File: src/rtl/tx_fc_pkg.sv
// tx_fc_pkg: shared definitions for the SpaceWire TX flow-control credit logic.
//   tx_credit_state_t  : credit counter FSM states
//   TX_*_DEF           : default counter width, per-FCT increment and credit ceiling
package tx_fc_pkg;

    typedef enum logic [1:0] {
        DISABLED = 2'd0,
        RUN      = 2'd1,
        ERROR    = 2'd2
    } tx_credit_state_t;

    localparam int TX_CREDIT_W_DEF   = 6;
    localparam int TX_FCT_INC_DEF    = 8;
    localparam int TX_MAX_CREDIT_DEF = 56;

endpackage

File: src/rtl/tx_fc_edge_det.sv
// tx_fc_edge_det: 1-bit rising-edge detector.
// Ports:
//   clk  in   clock
//   rst  in   asynchronous active-high reset
//   din  in   level input
//   rise out  din high this cycle and low the previous cycle
module tx_fc_edge_det
    import tx_fc_pkg::*;
(
    input  logic clk,
    input  logic rst,
    input  logic din,
    output logic rise
);

    logic din_q;

    always_ff @(posedge clk or posedge rst) begin
        if (rst) begin
            din_q <= 1'b0;
        end else begin
            din_q <= din;
        end
    end

    assign rise = din & ~din_q;

endmodule

File: src/rtl/tx_credit_counter.sv
// tx_credit_counter: SpaceWire TX flow-control credit counter.
// Adds FCT_INC credits per received FCT, consumes one per N-Char sent and
// flags credit overflow.
// Optional feature macro: TX_CREDIT_ERROR_EN
//   defined   : overflow enters ERROR, freezes the count and sets sticky credit_error
//   undefined : overflow saturates the count at MAX_CREDIT, credit_error tied low
// Ports:
//   pclk_tx        in   TX clock
//   reset_tx       in   asynchronous active-high reset
//   enable_tx      in   link enable; low clears credit and holds the block idle
//   gotfct_tx      in   FCT received (level, one FCT per rising edge)
//   char_sent      in   N-Char sent (level, one credit per rising edge)
//   fct_counter_p  out  current credit
//   credit_avail   out  credit is non-zero
//   credit_full    out  a further FCT would exceed MAX_CREDIT
//   credit_error   out  sticky credit overflow error
module tx_credit_counter
    import tx_fc_pkg::*;
#(
    parameter int CREDIT_W   = TX_CREDIT_W_DEF,
    parameter int FCT_INC    = TX_FCT_INC_DEF,
    parameter int MAX_CREDIT = TX_MAX_CREDIT_DEF
) (
    input  logic                pclk_tx,
    input  logic                reset_tx,
    input  logic                enable_tx,
    input  logic                gotfct_tx,
    input  logic                char_sent,
    output logic [CREDIT_W-1:0] fct_counter_p,
    output logic                credit_avail,
    output logic                credit_full,
    output logic                credit_error
);

    if (CREDIT_W < 1 || MAX_CREDIT >= (1 << CREDIT_W) || FCT_INC < 1 || FCT_INC > MAX_CREDIT) begin : g_bad_params
        $error("tx_credit_counter: illegal CREDIT_W/FCT_INC/MAX_CREDIT combination");
    end

    localparam int XW = CREDIT_W + 1;
    localparam logic [CREDIT_W:0]   INC_X = XW'(FCT_INC);
    localparam logic [CREDIT_W:0]   MAX_X = XW'(MAX_CREDIT);
    localparam logic [CREDIT_W-1:0] MAX_C = CREDIT_W'(MAX_CREDIT);

    tx_credit_state_t  state;
    logic              inc;
    logic              dec;
    logic [CREDIT_W:0] cnt_x;
    logic [CREDIT_W:0] sum;
    logic              overflow;

    tx_fc_edge_det u_fct_edge (
        .clk  (pclk_tx),
        .rst  (reset_tx),
        .din  (gotfct_tx),
        .rise (inc)
    );

    tx_fc_edge_det u_char_edge (
        .clk  (pclk_tx),
        .rst  (reset_tx),
        .din  (char_sent),
        .rise (dec)
    );

    function automatic logic full_of(input logic [CREDIT_W:0] v);
        return (v + INC_X) > MAX_X;
    endfunction

    // One-bit-wider update so an overflowing sum is visible before it is committed.
    always_comb begin
        cnt_x = {1'b0, fct_counter_p};
        sum   = cnt_x;
        case ({inc, dec})
            2'b10:   sum = cnt_x + INC_X;
            2'b01:   sum = (cnt_x != '0) ? cnt_x - XW'(1) : cnt_x;
            // A consume with no credit is dropped, so the FCT lands in full.
            2'b11:   sum = (cnt_x != '0) ? cnt_x + INC_X - XW'(1) : INC_X;
            default: sum = cnt_x;
        endcase
        overflow = sum > MAX_X;
    end

    always_ff @(posedge pclk_tx or posedge reset_tx) begin
        if (reset_tx) begin
            state         <= DISABLED;
            fct_counter_p <= '0;
            credit_avail  <= 1'b0;
            credit_full   <= 1'b0;
`ifdef TX_CREDIT_ERROR_EN
            credit_error  <= 1'b0;
`endif
        end else if (!enable_tx) begin
            state         <= DISABLED;
            fct_counter_p <= '0;
            credit_avail  <= 1'b0;
            credit_full   <= 1'b0;
`ifdef TX_CREDIT_ERROR_EN
            credit_error  <= 1'b0;
`endif
        end else begin
            case (state)
                DISABLED: begin
                    state <= RUN;
                end
                RUN: begin
                    if (overflow) begin
`ifdef TX_CREDIT_ERROR_EN
                        state        <= ERROR;
                        credit_error <= 1'b1;
`else
                        fct_counter_p <= MAX_C;
                        credit_avail  <= 1'b1;
                        credit_full   <= full_of({1'b0, MAX_C});
`endif
                    end else begin
                        fct_counter_p <= sum[CREDIT_W-1:0];
                        credit_avail  <= sum != '0;
                        credit_full   <= full_of(sum);
                    end
                end
`ifdef TX_CREDIT_ERROR_EN
                ERROR: begin
                    state <= ERROR;
                end
`endif
                default: begin
                    state <= DISABLED;
                end
            endcase
        end
    end

`ifndef TX_CREDIT_ERROR_EN
    assign credit_error = 1'b0;
`endif

endmodule

File: config.mk
export PLATFORM = sky130hd
export DESIGN_NAME = tx_credit_counter
export DESIGN_NICKNAME = d
export VERILOG_FILES = /design/src/rtl/tx_fc_pkg.sv /design/src/rtl/tx_fc_edge_det.sv /design/src/rtl/tx_credit_counter.sv
export SDC_FILE = /design/constraint.sdc
export NUM_CORES = 1
export LEC_CHECK = 0
export BUFFER_PORTS_ARGS = -buffer_cell sky130_fd_sc_hd__clkbuf_2
export CORE_UTILIZATION = 40
export CTS_CLUSTER_SIZE = 20
export DETAILED_ROUTE_END_ITERATION = 8
export GPL_TIMING_DRIVEN = 0
export MAX_ROUTING_LAYER = met4
export PLACE_DENSITY = 0.55
export SLEW_MARGIN = 20
export SYNTH_ARGS = -nofsm -noshare
export SYNTH_HDL_FRONTEND = slang
export SYNTH_HIERARCHICAL = 1
export SYNTH_SLANG_ARGS = --single-unit
File: constraint.sdc
create_clock -name pclk_tx -period 2.5 [get_ports pclk_tx]
set_input_delay 0.375 -clock pclk_tx [delete_from_list [all_inputs] [get_ports pclk_tx]]
set_output_delay 0.375 -clock pclk_tx [all_outputs]
set_load 0.05 [all_outputs]
After elaboration in Yosys (flattened, before gate mapping)
Index checks and enable logic that the tools add are counted.

Flip-flop bits (word level): 12. Output and inout port bits: 9. Word-level logic and storage cells: 39. Input port bits: 5.

Magnitude comparators: 2. Reduce and logical (&&, ||, !) cells: 3. $add $sub $neg: 4. Bitwise gates (word level): 4. Eq/ne operators: 6. Multiplexer cells: 14.

Operators with widths (number): case mux 7 bit (3 select lines) (1); 2-to-1 mux 6 bit (3); greater-than comparator 7 x 6 -> 1 bit (second input constant) (2); 2-to-1 mux 7 bit (2); adder 6 x 4 -> 7 bit (second input constant) (1); adder 7 x 4 -> 7 bit (second input constant) (1); nonzero test 7 bit (1); subtractor 6 x 1 -> 7 bit (second input constant) (1); subtractor 7 x 1 -> 7 bit (second input constant) (1); 2-to-1 mux 1 bit (6); nonzero test 6 bit (1); == test 2 x 1 -> 1 bit (second input constant) (2); == test 2 bit (second input constant) (2); case mux 2 bit (2 select lines) (1); AND 1 bit (2); zero test 2 bit (1); 2-to-1 mux 2 bit (1); inequality test 2 x 1 -> 1 bit (second input constant) (1); inequality test 2 bit (second input constant) (1); inverter 1 bit (2).

Longest topological paths before layout
Depth after elaboration: 9. Mapped depth: 10. Depth with buffers taken out: 10.

Cells and area by module
The synthesis kept the hierarchy.

By module, submodules not included: tx_credit_counter (cells each 109, sequential area each 225.2 µm², area each 945.9 µm², instances 1); tx_fc_edge_det (cells each 3, sequential area each 25.0 µm², area each 42.5 µm², instances 2).

Worst setup path before layout
No wires, ideal clock.

Path type: reg2reg. Start: reg fct_counter_p[3]. End: reg credit_avail. Slack: 0.063 ns. Data required time: 2.368 ns. Stages on the path, launching flop included: 9. Buffers on the path: 1. Arrival: 2.305 ns. Clock period less this slack: 2.437 ns. Setup time: 0.132 ns. Path through: dfrtp_1 buf_4 inv_1 ha_1 nand4bb_1 o311ai_0 nand2_2 nor3b_1 a21oi_1.

Word-level cells in the longest chain between the ends: 8. Elaborated cells between the ends (all ways): 12. Classes of those cells: add/sub: 3; order compare: 1; mux: 6; reduce/logical: 2.

RTL lines: from (decl) (RTL line tx_credit_counter.sv:29) `output logic [CREDIT_W-1:0] fct_counter_p,`; from (signal assigned) (RTL line tx_credit_counter.sv:116) `fct_counter_p <= sum[CREDIT_W-1:0];`; adder 6 x 4 -> 7 bit (RTL line tx_credit_counter.sv:74, tx_credit_counter.sv:77); subtractor 7 x 1 -> 7 bit (RTL line tx_credit_counter.sv:77) `2'b11: sum = (cnt_x != '0) ? cnt_x + INC_X - XW'(1) : INC_X;`; 2-to-1 mux 7 bit (RTL line tx_credit_counter.sv:77); case mux 7 bit (3 select lines) (*) (RTL line tx_credit_counter.sv:73) `case ({inc, dec})`; greater-than comparator 7 x 6 -> 1 bit or nonzero test 7 bit (tied branches) (RTL line tx_credit_counter.sv:80, tx_credit_counter.sv:117); 2-to-1 mux 1 bit (*) (RTL line tx_credit_counter.sv:106) `if (overflow) begin`; 2-to-1 mux 1 bit (*) (RTL line tx_credit_counter.sv:101) `case (state)`; 2-to-1 mux 1 bit (*) (RTL line tx_credit_counter.sv:92) `end else if (!enable_tx) begin`; to (signal assigned) (RTL line tx_credit_counter.sv:87) `credit_avail <= 1'b0;`; to (signal assigned) (RTL line tx_credit_counter.sv:95) `credit_avail <= 1'b0;`; to (signal assigned) (RTL line tx_credit_counter.sv:112) `credit_avail <= 1'b1;`; to (decl) (RTL line tx_credit_counter.sv:30) `output logic credit_avail,`.

Mark *: on every way between the ends. The rest lies on a longest branch, timed or not. The select of a mux whose other input is x is not followed. A chain may end at the register's enable or synchronous reset.

Worst setup path after layout
Same ends and word-level chain as after synthesis.

==> flow_summary.toml <==
[floorplan]
start_util = 0.420
core_mm2 = 0.00245
io_pins = 14
fp-row-count = 18
die_h_um = 52.8
die_area_mm2 = 0.00278
dieWidth_um = 52.8

[clock_tree]
clk_pin_slew_ns = 0.07
clk_path_buf_depth = 2
cts_made_buffers = 3
cts_tree = "yes"
clock-sinks = 11
insertion_delay_ns = 0.27
ctsHtreeMaxLevel = 1
cts_root_buffer = "clkbuf_4"

[route]
m1WireLength_um = 1020
first_iter_violations = 12
firstDrtPassIters = 4
ant_nets = 0
num_vias = 881
wl_per_cell_um = 13.7
route.met2.wl_um = 1080
vias_per_cell = 5.40
drt-total-wl_um = 2230
top_layer_used = "met4"
wl_met3_um = 75
remaining_drc_errors = 0

[power]
p_sw_uw = 251
p_per_area_mw_per_mm2 = 516
power_frac_seq = 0.336
p_int_uw = 363
swShare = 0.409
p_leak_nw = 0.551
comb_power_share = 0.467
p_clk_frac = 0.197
power.ir.vdd_worst_v = 0.000361

[worst_setup_path]
criticalPathCategory = "flip-flop to flip-flop"
cp-startpoint = "fct_counter_p[3]"
endpoint_kind = "flip-flop"
r2r_start = "fct_counter_p[3]"
cp_max_fo = 10
r2r_slack_ns = 0.19
startpoint_type = "flip-flop"
cp.arrival_ns = 2.46
worstPathRequired_ns = 2.65

[run_status]
status = "finished clean"

[global_routing]
grt_overflow_total = 0
antenna_found_initial = 0
grt_use_total = 0.187
grt_first_pass_wirelength_um = 3610
grt_max_degree = 11
grt_pass1_vias = 783

[synth]
synth_area_mm2 = 0.00103
syn_inst = 115
synth_edf_count = 0
avgSynthCellArea_um2 = 8.97
ys_seq_area_frac = 0.267
async_reset_ff_frac = 1.00
yosysWarnings = 6
syn-num-nets = 127
synth_ff_type = "dfrtp_1"
ys_types = 48
yosys_register_bits = 11

[sta]
max_freq_mhz = 432
clock_skew_ns = 0.00126
setup_viol = 0
finalSetupTns_ns = 0
period_needed_ns = 2.31
finalHoldViolations = 0
holdWs_ns = 0.229
finalMaxSlewViolations = 0
period_share = 0.925
rsz0062_at_grt = "false"

[place]
dp_hpwl_um = 1720
portBuffers = 12
place_congestion = 0.881

[layout]
drive_gt1_frac = 0.293
fin_nets = 146
syn2layout_area_growth_pct = 15.3
antenna_cells = 0

[min_path]
hp-class = "input pin to flip-flop"
min-delay-start = "gotfct_tx"

[job]
maxCapViolCount = 0
## metal layers
metal | global-route usage | vias up
met5 | - | -
met4 | 0.105 | 0
li1 | - | 443
met1 | 0.245 | 415
met2 | 0.287 | 18
met3 | 0.00870 | 5
## power groups by stage
stage | combinational [mW] | clock [mW] | sequential, mW
floorplan | 0.180 | 0 | 0.246
global placement | 0.270 | 0 | 0.209
detailed placement | 0.272 | 0 | 0.209
CTS | 0.275 | 0.126 | 0.206
global route | 0.314 | 0.132 | 0.208
finish | 0.287 | 0.121 | 0.206
## cell families (layout without fill, tap and decap cells)
family          after synthesis  in the layout  share of synthesized area
other cells                   1              1                    0.00364
flops                        11             11                      0.267
fa+ha+maj                     7              7                     0.0849
simple gates                 38             38                      0.235
xor+xnor                      4              4                     0.0413
mux                           4              4                     0.0388
compound gates               30             30                      0.220
buf+inv                      20             38                      0.109
## area by class of cell
cell class | count | area [um2]
Multi-Input combinational cell | 84 | 659
Buffer | 9 | 71.3
Timing Repair Buffer | 14 | 77.6
Sequential cell | 11 | 275
Clock buffer | 4 | 26.3
Fill cell | 239 | 1270
Inverter | 11 | 41.3
Tap cell | 30 | 37.5
## through the flow
step                setup WS [ns]  utilization  power (mW)  std cells  area (um2)
finish                      0.188        0.484       0.614        163        1190
global route               0.0133        0.484       0.654        163        1190
CTS                        0.0687        0.475       0.607        162        1160
detailed placement         0.0997        0.460       0.481        157        1130
global placement           0.0881        0.460       0.479        157        1130
floorplan                  0.0630            -       0.426        115        1030
## flip-flops by register name, summed over array words and instances (netlist names)
register / cells
fct_counter_p: 6
u_char_edge/din_q: 1
credit_avail: 1
state: 1
u_fct_edge/din_q: 1
credit_full: 1
## repair_timing
action | CTS | global route
setup buffers | 0 | 1
setup endpoints to repair | 0 | 3
hold buffers | 1 | 0
endpoints found under the hold margin | 2 | 0
resized for setup | 0 | 4
## critical path, stage by stage (launching register included)
cell      delay [ns]
dfrtp_1         0.42
buf_4           0.19
nor4_2          0.27
nand2_1         0.16
ha_1            0.30
nor2_1          0.04
a21oi_1         0.15
mux2i_2         0.11
a311oi_2        0.28
and3_1          0.21
a21oi_1         0.06
## worst paths after layout
| check | to | cells past startpoint |
|---|---|---|
| max | credit_avail | 10 |
| min | u_fct_edge/din_q | 1 |
| max reg2reg | credit_avail | 10 |
| min reg2reg | credit_full | 2 |
| max in group asynchronous | fct_counter_p[4] | 3 |
| min in group asynchronous | u_char_edge/din_q | 3 |
## synth_stat cells (2+ instances only)
cell	instances	area share
a21oi_1	8	0.039
buf_4	4	0.029
buf_6	2	0.022
clkbuf_1	2	0.0073
dfrtp_1	11	0.27
ha_1	7	0.085
inv_1	11	0.040
mux2i_1	4	0.039
nand2_1	9	0.033
nand3_1	3	0.015
nor2_1	6	0.022
nor2b_4	2	0.027
nor3b_1	2	0.015
nor4_1	2	0.012
o21ai_0	7	0.034
o31ai_1	2	0.015
xnor2_1	2	0.017
## cells in the final DEF (no fill, tap or decap), drive strengths merged, types with 3 or more instances in the layout
master,n
clkbuf,18
inv,11
dfrtp,11
nand2,10
o21ai,9
a21oi,8
ha,7
buf,7
nor2,6
mux2i,4
nand3,3
xnor2,3
o31ai,3
nor3,3
(Power assumes the default switching activity.)
